File: config.mk
export PLATFORM = sky130hd
export DESIGN_NAME = hazard_ctrl
export DESIGN_NICKNAME = d
export VERILOG_FILES = /design/src/rtl/rvx_hazard_pkg.sv /design/src/rtl/hazard_ctrl_sat_counter.sv /design/src/rtl/hazard_ctrl.sv
export SDC_FILE = /design/constraint.sdc
export NUM_CORES = 1
export LEC_CHECK = 0
export ABC_AREA = 1
export BUFFER_PORTS_ARGS = -buffer_cell sky130_fd_sc_hd__buf_2
export CORE_ASPECT_RATIO = 1.75
export CORE_MARGIN = 4
export CORE_UTILIZATION = 56
export CTS_BUF_LIST = sky130_fd_sc_hd__clkbuf_16
export DETAILED_ROUTE_END_ITERATION = 16
export MAX_ROUTING_LAYER = met4
export PLACE_DENSITY = 0.82
export SYNTH_ARGS = -nofsm -noshare
export SYNTH_HDL_FRONTEND = slang
export SYNTH_SLANG_ARGS = --single-unit
File: constraint.sdc
create_clock -name clk -period 7.55 [get_ports clk]
set_clock_uncertainty 0.05 [all_clocks]
set_input_delay 2.265 -clock clk [delete_from_list [all_inputs] [get_ports clk]]
set_output_delay 2.265 -clock clk [all_outputs]
set_load 0.05 [all_outputs]
File: src/rtl/rvx_hazard_pkg.sv
// ============================================================================
// Module  : rvx_hazard_pkg
// Brief   : Shared types for the pipeline hazard controller.
// Revision: 1.0 - initial release
// ============================================================================
`default_nettype none

package rvx_hazard_pkg;

    typedef enum logic [1:0] {
        FWD_RF  = 2'b00,
        FWD_WB  = 2'b01,
        FWD_MEM = 2'b10
    } fwd_sel_t;

    typedef enum logic [1:0] {
        MC_IDLE = 2'b00,
        MC_BUSY = 2'b01,
        MC_DONE = 2'b10
    } mc_state_t;

    // The memory stage holds the younger result, so it wins over writeback.
    function automatic fwd_sel_t fwd_pick(input logic hit_m, input logic hit_w);
        if (hit_m)
            return FWD_MEM;
        else if (hit_w)
            return FWD_WB;
        else
            return FWD_RF;
    endfunction

endpackage

`default_nettype wire

File: src/rtl/hazard_ctrl_sat_counter.sv
// ============================================================================
// Module  : sat_counter
// Brief   : Saturating up-counter with synchronous clear (clear wins).
// Revision: 1.0 - initial release
// ============================================================================
`default_nettype none

module sat_counter #(
    parameter int W = 32
) (
    input  logic         clk,
    input  logic         reset,
    input  logic         inc,
    input  logic         clr,
    output logic [W-1:0] count_o
);

    localparam logic [W-1:0] c_max = '1;

    logic [W-1:0] count_q;
    logic [W-1:0] count_d;

    always_comb begin
        count_d = count_q;
        if (clr)
            count_d = '0;
        else if (inc && (count_q != c_max))
            count_d = count_q + 1'b1;
    end

    always_ff @(posedge clk or posedge reset) begin
        if (reset)
            count_q <= '0;
        else
            count_q <= count_d;
    end

    assign count_o = count_q;

endmodule

`default_nettype wire

File: src/rtl/hazard_ctrl.sv
// ============================================================================
// Module  : hazard_ctrl
// Brief   : Load-use / multi-cycle stall, branch flush and operand forwarding.
// Revision: 1.0 - initial release
// ============================================================================
`default_nettype none

module hazard_ctrl
    import rvx_hazard_pkg::*;
#(
    parameter int REG_AW = 5,
    parameter int MC_LAT = 4,
    parameter int CNT_W  = 32
) (
    input  logic              clk,
    input  logic              reset,
    input  logic [REG_AW-1:0] Rs1D,
    input  logic [REG_AW-1:0] Rs2D,
    input  logic [REG_AW-1:0] Rs1E,
    input  logic [REG_AW-1:0] Rs2E,
    input  logic [REG_AW-1:0] RdE,
    input  logic [REG_AW-1:0] RdM,
    input  logic [REG_AW-1:0] RdW,
    input  logic              RegWriteM,
    input  logic              RegWriteW,
    input  logic              ResultSrcE0,
    input  logic              PCSrcE,
    input  logic              McStartE,
    input  logic              CntClr,
    output logic              StallF,
    output logic              StallD,
    output logic              StallE,
    output logic              FlushD,
    output logic              FlushE,
    output logic              FlushM,
    output logic [1:0]        ForwardAE,
    output logic [1:0]        ForwardBE,
    output logic              McBusy,
    output logic [CNT_W-1:0]  StallCnt,
    output logic [CNT_W-1:0]  FlushCnt
);

    localparam int              c_cw       = $clog2(MC_LAT) + 1;
    localparam bit              c_mc_en    = (MC_LAT >= 2);
    localparam bit              c_use_busy = (MC_LAT >= 3);
    localparam logic [c_cw-1:0] c_cnt_init = c_use_busy ? c_cw'(MC_LAT - 2) : '0;

    mc_state_t       state_q, state_d;
    logic [c_cw-1:0] cnt_q, cnt_d;

    logic     w_lw_stall;
    logic     w_mc_stall;
    fwd_sel_t w_fwd_a;
    fwd_sel_t w_fwd_b;

    assign w_lw_stall = ResultSrcE0 && (RdE != '0) && ((RdE == Rs1D) || (RdE == Rs2D));

    always_comb begin
        w_fwd_a = fwd_pick(RegWriteM && (RdM != '0) && (RdM == Rs1E),
                           RegWriteW && (RdW != '0) && (RdW == Rs1E));
        w_fwd_b = fwd_pick(RegWriteM && (RdM != '0) && (RdM == Rs2E),
                           RegWriteW && (RdW != '0) && (RdW == Rs2E));
    end

    // The IDLE cycle that accepts the op already stalls, so BUSY covers MC_LAT-2 more.
    always_comb begin
        state_d    = state_q;
        cnt_d      = cnt_q;
        w_mc_stall = 1'b0;
        case (state_q)
            MC_IDLE: begin
                if (c_mc_en && McStartE) begin
                    w_mc_stall = 1'b1;
                    if (c_use_busy) begin
                        state_d = MC_BUSY;
                        cnt_d   = c_cnt_init;
                    end else begin
                        state_d = MC_DONE;
                    end
                end
            end
            MC_BUSY: begin
                w_mc_stall = 1'b1;
                if (cnt_q == c_cw'(1))
                    state_d = MC_DONE;
                else
                    cnt_d = cnt_q - 1'b1;
            end
            MC_DONE: begin
                state_d = MC_IDLE;
            end
            default: begin
                state_d = MC_IDLE;
            end
        endcase
    end

    always_ff @(posedge clk or posedge reset) begin
        if (reset) begin
            state_q <= MC_IDLE;
            cnt_q   <= '0;
        end else begin
            state_q <= state_d;
            cnt_q   <= cnt_d;
        end
    end

    // Everything visible is held low while reset is asserted.
    assign StallF    = !reset && (w_lw_stall || w_mc_stall);
    assign StallD    = StallF;
    assign StallE    = !reset && w_mc_stall;
    assign FlushM    = StallE;
    assign FlushE    = !reset && (w_lw_stall || PCSrcE);
    assign FlushD    = !reset && PCSrcE;
    assign ForwardAE = reset ? FWD_RF : w_fwd_a;
    assign ForwardBE = reset ? FWD_RF : w_fwd_b;
    assign McBusy    = !reset && (state_q != MC_IDLE);

    sat_counter #(.W(CNT_W)) u_stall_cnt (
        .clk     (clk),
        .reset   (reset),
        .inc     (StallF),
        .clr     (CntClr),
        .count_o (StallCnt)
    );

    sat_counter #(.W(CNT_W)) u_flush_cnt (
        .clk     (clk),
        .reset   (reset),
        .inc     (FlushD),
        .clr     (CntClr),
        .count_o (FlushCnt)
    );

endmodule

`default_nettype wire

==> metrics.log, run 1 <==
INFO  metric worstPathBufferInverterCount = 3
INFO  metric synthTopCellsByArea = sky130_fd_sc_hd__dfrtp_1 32%, sky130_fd_sc_hd__nand2_1 17%, sky130_fd_sc_hd__inv_1 7.6%
INFO  metric detailedRoute.firstPassIterationCount = 5
INFO  metric timing.setup.critical_path_class = input pin to output port
INFO  metric critPathMostFrequentCell = sky130_fd_sc_hd__buf_2
INFO  metric cts_tree = yes
INFO  metric cts.sink_count = 69
INFO  metric cp_slowest_stage_delay = 290 ps
INFO  metric ys_seq_area_share = 32.09%
INFO  metric n_antenna_cell = 0
INFO  metric synth_largest_area_cell = sky130_fd_sc_hd__dfrtp_1
INFO  metric slowest_stage = sky130_fd_sc_hd__buf_2
INFO  metric dp_hpwl = 11,290 um
INFO  metric fin_area = 0.006233 mm^2
INFO  metric report.final.slew_viol_count = 0
INFO  metric finalSetupViolations = 0
INFO  metric setup-tns-final = 0 ps
INFO  metric grt_start_max_net_pins = 96
INFO  metric avgViaCountPerCell = 5.491
INFO  metric place.port_buffers = 117
INFO  metric yosys_most_used_dff = sky130_fd_sc_hd__dfrtp_1
INFO  metric crit_path_start_kind = input pin
INFO  metric combPwrFrac = 22.7%
INFO  metric leakage = 3.320 nW
INFO  metric power.density = 160.6 mW/mm^2
INFO  metric finalWirelength = 15,500 um
INFO  metric clk_latency = 340 ps
INFO  metric core_region_area = 0.009409 mm^2
INFO  metric end_kind = output port
INFO  metric share_of_post_route_cells_with_drive_strength_above_1 = 18.74%
INFO  metric detail_route.drc_violations = 0
INFO  metric p_switching = 0.0003447 W
INFO  metric report.final.hold_viol_count = 0
INFO  metric antenna_found_initial = 0
INFO  metric gr-total-overflow = 0
INFO  metric die_height = 137.7 um
INFO  metric synth_enable_flop_cells = 0
INFO  metric synthToLayoutAreaGrowth = 15.86%
INFO  metric crit_chain = buf_2 > nor2_1 > nand2_1 > o21ai_0 > inv_1 > a21oi_1 > buf_2
INFO  metric worst-slew-pin-transition = 996.5 ps
INFO  metric signal_arrival_time_at_the_worst_endpoint = 3370 ps
INFO  metric htree_num_levels = 3
INFO  metric max-slew-margin-rel = 33.56%
INFO  metric clk_path_buf_depth = 2
INFO  metric clock_power_share = 37.5%
INFO  metric drv_cap = 0
INFO  metric die-area = 0.01130 mm^2
INFO  metric post_synth_inst_count = 824
INFO  metric run_status = complete, no violations
INFO  metric gpl.final_weighted_congestion = 0.9507
INFO  metric worst_ir_drop_vdd = 0.1112 mV
INFO  metric vias_in_the_first_global_route = 5,434
INFO  metric layout.nets = 976
INFO  metric dr_total_vias = 5,799
INFO  metric power.share.switching = 34.44%
INFO  metric cts_inserted_buffers = 9
INFO  metric yosys.cell_types.count = 34
INFO  metric path_max_fanout = 3
INFO  metric syn_area_per_cell = 6.529 um^2
INFO  metric tcrit_tclk_final = 75.24%
INFO  metric synth.cell_area = 0.005380 mm^2
INFO  metric synthesis.yosys.warnings = 0
INFO  metric die_width = 82.10 um
INFO  metric drt_first_iter_violations = 347
INFO  metric post_dp_cell_area = 0.005981 mm^2
INFO  metric grt_first_pass_wirelength = 25,090 um
INFO  metric family_of_cells_with_the_greatest_summed_delay_on_the_critical_path = buffers and inverters
INFO  metric io_pins = 118
INFO  metric rsz0062_at_grt = no
INFO  metric worst_hold_path_type = flop to flop
INFO  metric power.sequential.fraction = 39.8%
INFO  metric clock-root-buffer = sky130_fd_sc_hd__clkbuf_16
INFO  metric cts-resized-gates = 0
INFO  metric async_flop_share = 100.0%
INFO  metric cts.hold.buffers_added = 0
INFO  metric path_clk_slew = 50 ps
INFO  metric synth_top_cell_area_share = 32.09%
INFO  metric worstPathRequired = 5240 ps
INFO  metric postCtsSetupBuffers = 0
INFO  metric achievable-frequency = 176.0 MHz
INFO  metric final_antenna_net_count = 0
INFO  metric mappedNetlistNets = 871
INFO  metric final.min_clock_period = 5681 ps
INFO  metric core.rowCount = 47
INFO  metric grtUsageTotal = 29.40%
INFO  metric drt-wirelength-per-cell = 14.68 um
INFO  metric synth.ff_latch_count = 69
INFO  metric initial_core_util = 57.18%
INFO  metric p_int = 0.0006563 W
## through the flow
stage,hold slack (ps),power [W],util [%],cells,setup slack [ps]
after floorplan,373.2,0.0005855,-,824,257.4
after global placement,391.8,0.0006288,63.56,1040,1908
after detailed placement,401.5,0.0006326,63.56,1040,1895
after CTS,413.6,0.001006,66.25,1056,1887
after global routing,443.0,0.001045,66.25,1056,1673
final,420.5,0.001001,66.25,1056,1869
## cell type report
type | count | area [um^2]
clock buffers | 9 | 225.2
clock inverters | 7 | 27.53
fillers | 939 | 3176
inverters | 112 | 420.4
multi-input cells | 616 | 3065
flip-flops and latches | 69 | 1727
well taps | 122 | 152.6
repair buffers | 121 | 615.6
## per-layer routing
| layer | global-route usage, % | routed length (um) | vias to the layer above |
|---|---|---|---|
| met1 | 31.85 | 5656 | 2663 |
| met4 | 17.19 | 779 | 0 |
| met3 | 4.058 | 777 | 58 |
| met2 | 50.14 | 8290 | 210 |
| met5 | - | 0 | - |
| li1 | - | - | 2868 |
## power by group through the flow
stage	registers, W	clock network [W]	logic [W]
6_report	0.000398	0.000375	0.000227
3_5_place_dp	0.000404	0	0.000228
5_1_grt	0.000399	0.000396	0.000249
4_1_cts	0.000398	0.000380	0.000228
3_3_place_gp	0.000404	0	0.000225
2_1_floorplan	0.000414	0	0.000171
## cell usage after synthesis (4+ instances only)
cell type	instances
sky130_fd_sc_hd__nand2_1	247
sky130_fd_sc_hd__inv_1	109
sky130_fd_sc_hd__nor2_1	96
sky130_fd_sc_hd__nand3_1	79
sky130_fd_sc_hd__dfrtp_1	69
sky130_fd_sc_hd__nand4_1	58
sky130_fd_sc_hd__xor2_1	21
sky130_fd_sc_hd__nor3_1	19
sky130_fd_sc_hd__o21ai_0	19
sky130_fd_sc_hd__o21ai_2	19
sky130_fd_sc_hd__xnor2_1	15
sky130_fd_sc_hd__a21oi_1	10
sky130_fd_sc_hd__buf_2	8
sky130_fd_sc_hd__buf_6	7
sky130_fd_sc_hd__clkbuf_1	7
sky130_fd_sc_hd__nor2_4	5
sky130_fd_sc_hd__ha_1	4
sky130_fd_sc_hd__nand2_2	4
## layout by cell type (no fill, tap or decap), types with 4 or more instances in the layout
cell type	instances
sky130_fd_sc_hd__inv_1	111
sky130_fd_sc_hd__clkbuf_16	9
sky130_fd_sc_hd__buf_2	117
sky130_fd_sc_hd__xnor2_1	15
sky130_fd_sc_hd__ha_1	4
sky130_fd_sc_hd__nand4_1	58
sky130_fd_sc_hd__a21oi_1	10
sky130_fd_sc_hd__nor2_4	5
sky130_fd_sc_hd__buf_4	4
sky130_fd_sc_hd__nor3_1	19
sky130_fd_sc_hd__nand2_2	4
sky130_fd_sc_hd__nand3_1	79
sky130_fd_sc_hd__inv_2	5
sky130_fd_sc_hd__xor2_1	21
sky130_fd_sc_hd__dfrtp_1	69
sky130_fd_sc_hd__o21ai_0	19
sky130_fd_sc_hd__o21ai_2	19
sky130_fd_sc_hd__nor2_1	96
sky130_fd_sc_hd__nand2_1	247
## worst register-to-register path, cell delays in order, from the launching register on
cell,delay [ps]
sky130_fd_sc_hd__dfrtp_1,430
sky130_fd_sc_hd__ha_1,190
sky130_fd_sc_hd__nand2_1,100
sky130_fd_sc_hd__nor2_4,140
sky130_fd_sc_hd__nand3_2,190
sky130_fd_sc_hd__nor2_4,160
sky130_fd_sc_hd__nand4_4,430
sky130_fd_sc_hd__nand2_4,520
sky130_fd_sc_hd__nand3_1,150
sky130_fd_sc_hd__nand2_1,110
## cells by family (layout without fill, tap and decap cells)
kind of cell | Yosys count | after routing | synth area share (%)
flip-flops | 69 | 69 | 32.09
AO/OA/AOI/OAI | 55 | 55 | 6.675
buffers and inverters | 139 | 249 | 11.00
AND/OR/NAND/NOR | 521 | 521 | 43.44
adder cells (fa/ha/maj) | 4 | 4 | 0.9303
XOR/XNOR | 36 | 36 | 5.861
## state kept, by name (all words and copies together) (netlist names)
name                 count
cnt_q                    3
u_flush_cnt.count_o     32
u_stall_cnt.count_o     32
state_q                  2
## worst paths after layout
path | startpoint | endpoint | slack, ps | cells past startpoint
max | RdM[0] | ForwardAE[0] | 1870 | 7
max reg2reg | u_stall_cnt.count_o[0] | u_stall_cnt.count_o[0] | 5000 | 9
min | cnt_q[2] | cnt_q[2] | 420 | 1
min in group asynchronous | reset | cnt_q[2] | 2240 | 3
min reg2reg | cnt_q[2] | cnt_q[2] | 420 | 1
max in group asynchronous | reset | u_stall_cnt.count_o[18] | 4560 | 3
(Power assumes the default switching activity.)
==> run 2, diff against run 1 <==
Clock period 7.55 ns to 5.7 ns, I/O delays scaled along.
==> metrics.log, run 2 (synthesized netlist as in run 1, its figures left out) <==
INFO  metric fillerInstances = 897 (-4.5%)
INFO  metric cp-startpoint = RdE[0]
INFO  metric p_int = 0.0009260 W (+41%)
INFO  metric cts.sink_count = 69 (unchanged)
INFO  metric wl_met2 = 8035 um (-3.1%)
INFO  metric grtUsageTotal = 28.19% (-1.2 points)
INFO  metric worst_reg2reg_path_startpoint = u_stall_cnt.count_o[0]
INFO  metric clock_power_share = 40.8% (+3.3 points)
INFO  metric htree_num_levels = 3 (unchanged)
INFO  metric signal_arrival_time_at_the_worst_endpoint = 2850 ps (-520 ps)
INFO  metric p_switching = 0.0004761 W (+38%)
INFO  metric synthToLayoutAreaGrowth = 16.88%
INFO  metric numPlacedInstances = 1,040 (unchanged)
INFO  metric report.final.slew_viol_count = 0 (unchanged)
INFO  metric cts.hold.buffers_added = 0 (unchanged)
INFO  metric power.share.switching = 33.96% (-0.48 points)
INFO  metric dr_total_vias = 5,794 (-0.086%)
INFO  metric final_antenna_net_count = 0 (unchanged)
INFO  metric stdcell_count = 1,056 (unchanged)
INFO  metric avgViaCountPerCell = 5.487 (about the same)
INFO  metric drt-wirelength-per-cell = 14.31 um (-2.5%)
INFO  metric postCtsSetupBuffers = 0 (unchanged)
INFO  metric crit_path_start_kind = input pin
INFO  metric core.rowCount = 47 (unchanged)
INFO  metric finalWirelength = 15,110 um (-2.5%)
INFO  metric setup-tns-final = 0 ps (unchanged)
INFO  metric worst_hold_startpoint = cnt_q[2]
INFO  metric core_region_area = 0.009409 mm^2 (unchanged)
INFO  metric run_status = complete, no violations
INFO  metric worst_hold_path_type = flop to flop
INFO  metric combPwrFrac = 21.6% (-1.1 points)
INFO  metric final_common_cell = sky130_fd_sc_hd__nand2_1
INFO  metric share_of_post_route_cells_with_drive_strength_above_1 = 19.38% (+0.64 points)
INFO  metric rsz0062_at_grt = no
INFO  metric met3_length = 843 um (+8.5%)
INFO  metric achievable-frequency = 217.1 MHz
INFO  metric gr-total-overflow = 0 (unchanged)
INFO  metric die_height = 137.7 um (unchanged)
INFO  metric report.final.hold_viol_count = 0 (unchanged)
INFO  metric tcrit_tclk_final = 80.81%
INFO  metric detailedRoute.firstPassIterationCount = 5 (unchanged)
INFO  metric clk_path_buf_depth = 2 (unchanged)
INFO  metric gpl.final_weighted_congestion = 1.004 (+5.6%)
INFO  metric n_antenna_cell = 0 (unchanged)
INFO  metric clk_latency = 340 ps (about the same)
INFO  metric cts_tree = yes
INFO  metric dp_hpwl = 11,270 um (-0.14%)
INFO  metric worst-slew-pin-transition = 1047 ps (+50.04 ps)
INFO  metric initial_core_util = 57.18% (unchanged)
INFO  metric layout.nets = 976 (unchanged)
INFO  metric route.top_layer_used = met4
INFO  metric max-slew-margin-rel = 30.13% (-3.4 points)
INFO  metric most-common-layout-cells = 247 x sky130_fd_sc_hd__nand2_1, 117 x sky130_fd_sc_hd__buf_2, 107 x sky130_fd_sc_hd__inv_1, 96 x sky130_fd_sc_hd__nor2_1, 78 x sky130_fd_sc_hd__nand3_1
INFO  metric die-area = 0.01130 mm^2 (unchanged)
INFO  metric place.port_buffers = 117 (unchanged)
INFO  metric clock-root-buffer = sky130_fd_sc_hd__clkbuf_16
INFO  metric cts-resized-gates = 0 (unchanged)
INFO  metric path_clk_slew = 60 ps (about the same)
INFO  metric finalSetupViolations = 0 (unchanged)
INFO  metric final.min_clock_period = 4606 ps
INFO  metric io_pins = 118 (unchanged)
INFO  metric m1WireLength = 5488 um (-3.0%)
INFO  metric power.sequential.fraction = 37.6% (-2.2 points)
INFO  metric power.density = 223.0 mW/mm^2 (+39%)
INFO  metric vias_in_the_first_global_route = 5,329 (-1.9%)
INFO  metric worst_ir_drop_vdd = 0.1479 mV (+33%)
INFO  metric drv_cap = 0 (unchanged)
INFO  metric grt_start_max_net_pins = 65 (-32%)
INFO  metric timing.setup.critical_path_class = input pin to output port
INFO  metric worstPathRequired = 3940 ps (-1300 ps)
INFO  metric path_max_fanout = 11 (+8)
INFO  metric die_width = 82.10 um (unchanged)
INFO  metric grt_first_pass_wirelength = 24,280 um (-3.2%)
INFO  metric leakage = 3.326 nW (+0.19%)
INFO  metric drt_first_iter_violations = 308 (-11%)
INFO  metric detail_route.drc_violations = 0 (unchanged)
INFO  metric end_kind = output port
INFO  metric antenna_found_initial = 0 (unchanged)
INFO  metric cts_inserted_buffers = 9 (unchanged)
-- run 2: cell types whose count changed in the layout (fill, tap and decap cells not counted), sizes merged --
cell,before,now
bufinv,0,1
inv,116,113
clkinv,3,4
clkinvlp,0,1
-- run 2: area by class of cell --
type / count / area [um^2] / area share (%)
multi-input cells: 616 / 3070 / 48.83
flip-flops and latches: 69 / 1727 / 27.46
repair buffers: 121 / 615.6 / 9.789
inverters: 112 / 424.2 / 6.745
clock buffers: 9 / 225.2 / 3.581
well taps: 122 / 152.6 / 2.427
clock inverters: 7 / 73.82 / 1.174
-- run 2: path summary, 6_finish.rpt --
kind                                            to  slack [ps]  depth (start not counted)
setup / recovery                            StallD        1090                          9
hold / removal                            cnt_q[2]         430                          1
setup reg to reg           u_stall_cnt.count_o[14]        3200                          9
hold reg to reg                           cnt_q[2]         430                          1
max in group asynchronous  u_flush_cnt.count_o[19]        3250                          3
min in group asynchronous                 cnt_q[1]        1300                          2
-- run 2: power by group through the flow --
stage / clock network (W) / logic (W) / registers, W
after floorplan: 0 / 0.000227 / 0.000549
after global placement: 0 / 0.000302 / 0.000535
after detailed placement: 0 / 0.000304 / 0.000536
after CTS: 0.000577 / 0.000306 / 0.000527
after global routing: 0.000600 / 0.000336 / 0.000530
final: 0.000572 / 0.000303 / 0.000528
-- run 2: metrics by stage --
stage               cell area (um^2)  worst slack (ps)  hold slack (ps)  utilization [%]  power [W]
floorplan                       5390             56.13            373.2                -  0.0007762
global placement                5989              1090            390.0            63.66  0.0008364
detailed placement              5989              1076            418.8            63.66  0.0008405
CTS                             6289              1076            426.1            66.84   0.001410
global route                    6289             999.9            424.3            66.84   0.001466
finish                          6289              1094            428.1            66.84   0.001402
-- run 2: worst max-delay path: stages --
cell and delay (ps):
sky130_fd_sc_hd__buf_2 130, sky130_fd_sc_hd__nor2_1 100, sky130_fd_sc_hd__nor2_1 50, sky130_fd_sc_hd__nor2_1 110, sky130_fd_sc_hd__nand3_1 80, sky130_fd_sc_hd__nand2_1 70
sky130_fd_sc_hd__nand2_1 80, sky130_fd_sc_hd__nand2_2 200, sky130_fd_sc_hd__buf_2 320
-- run 2: per-layer routing --
layer	track usage, %	vias to the layer above
li1	-	2865
met1	30.14	2646
met2	49.55	219
met4	14.60	0
met3	3.665	64
met5	-	-
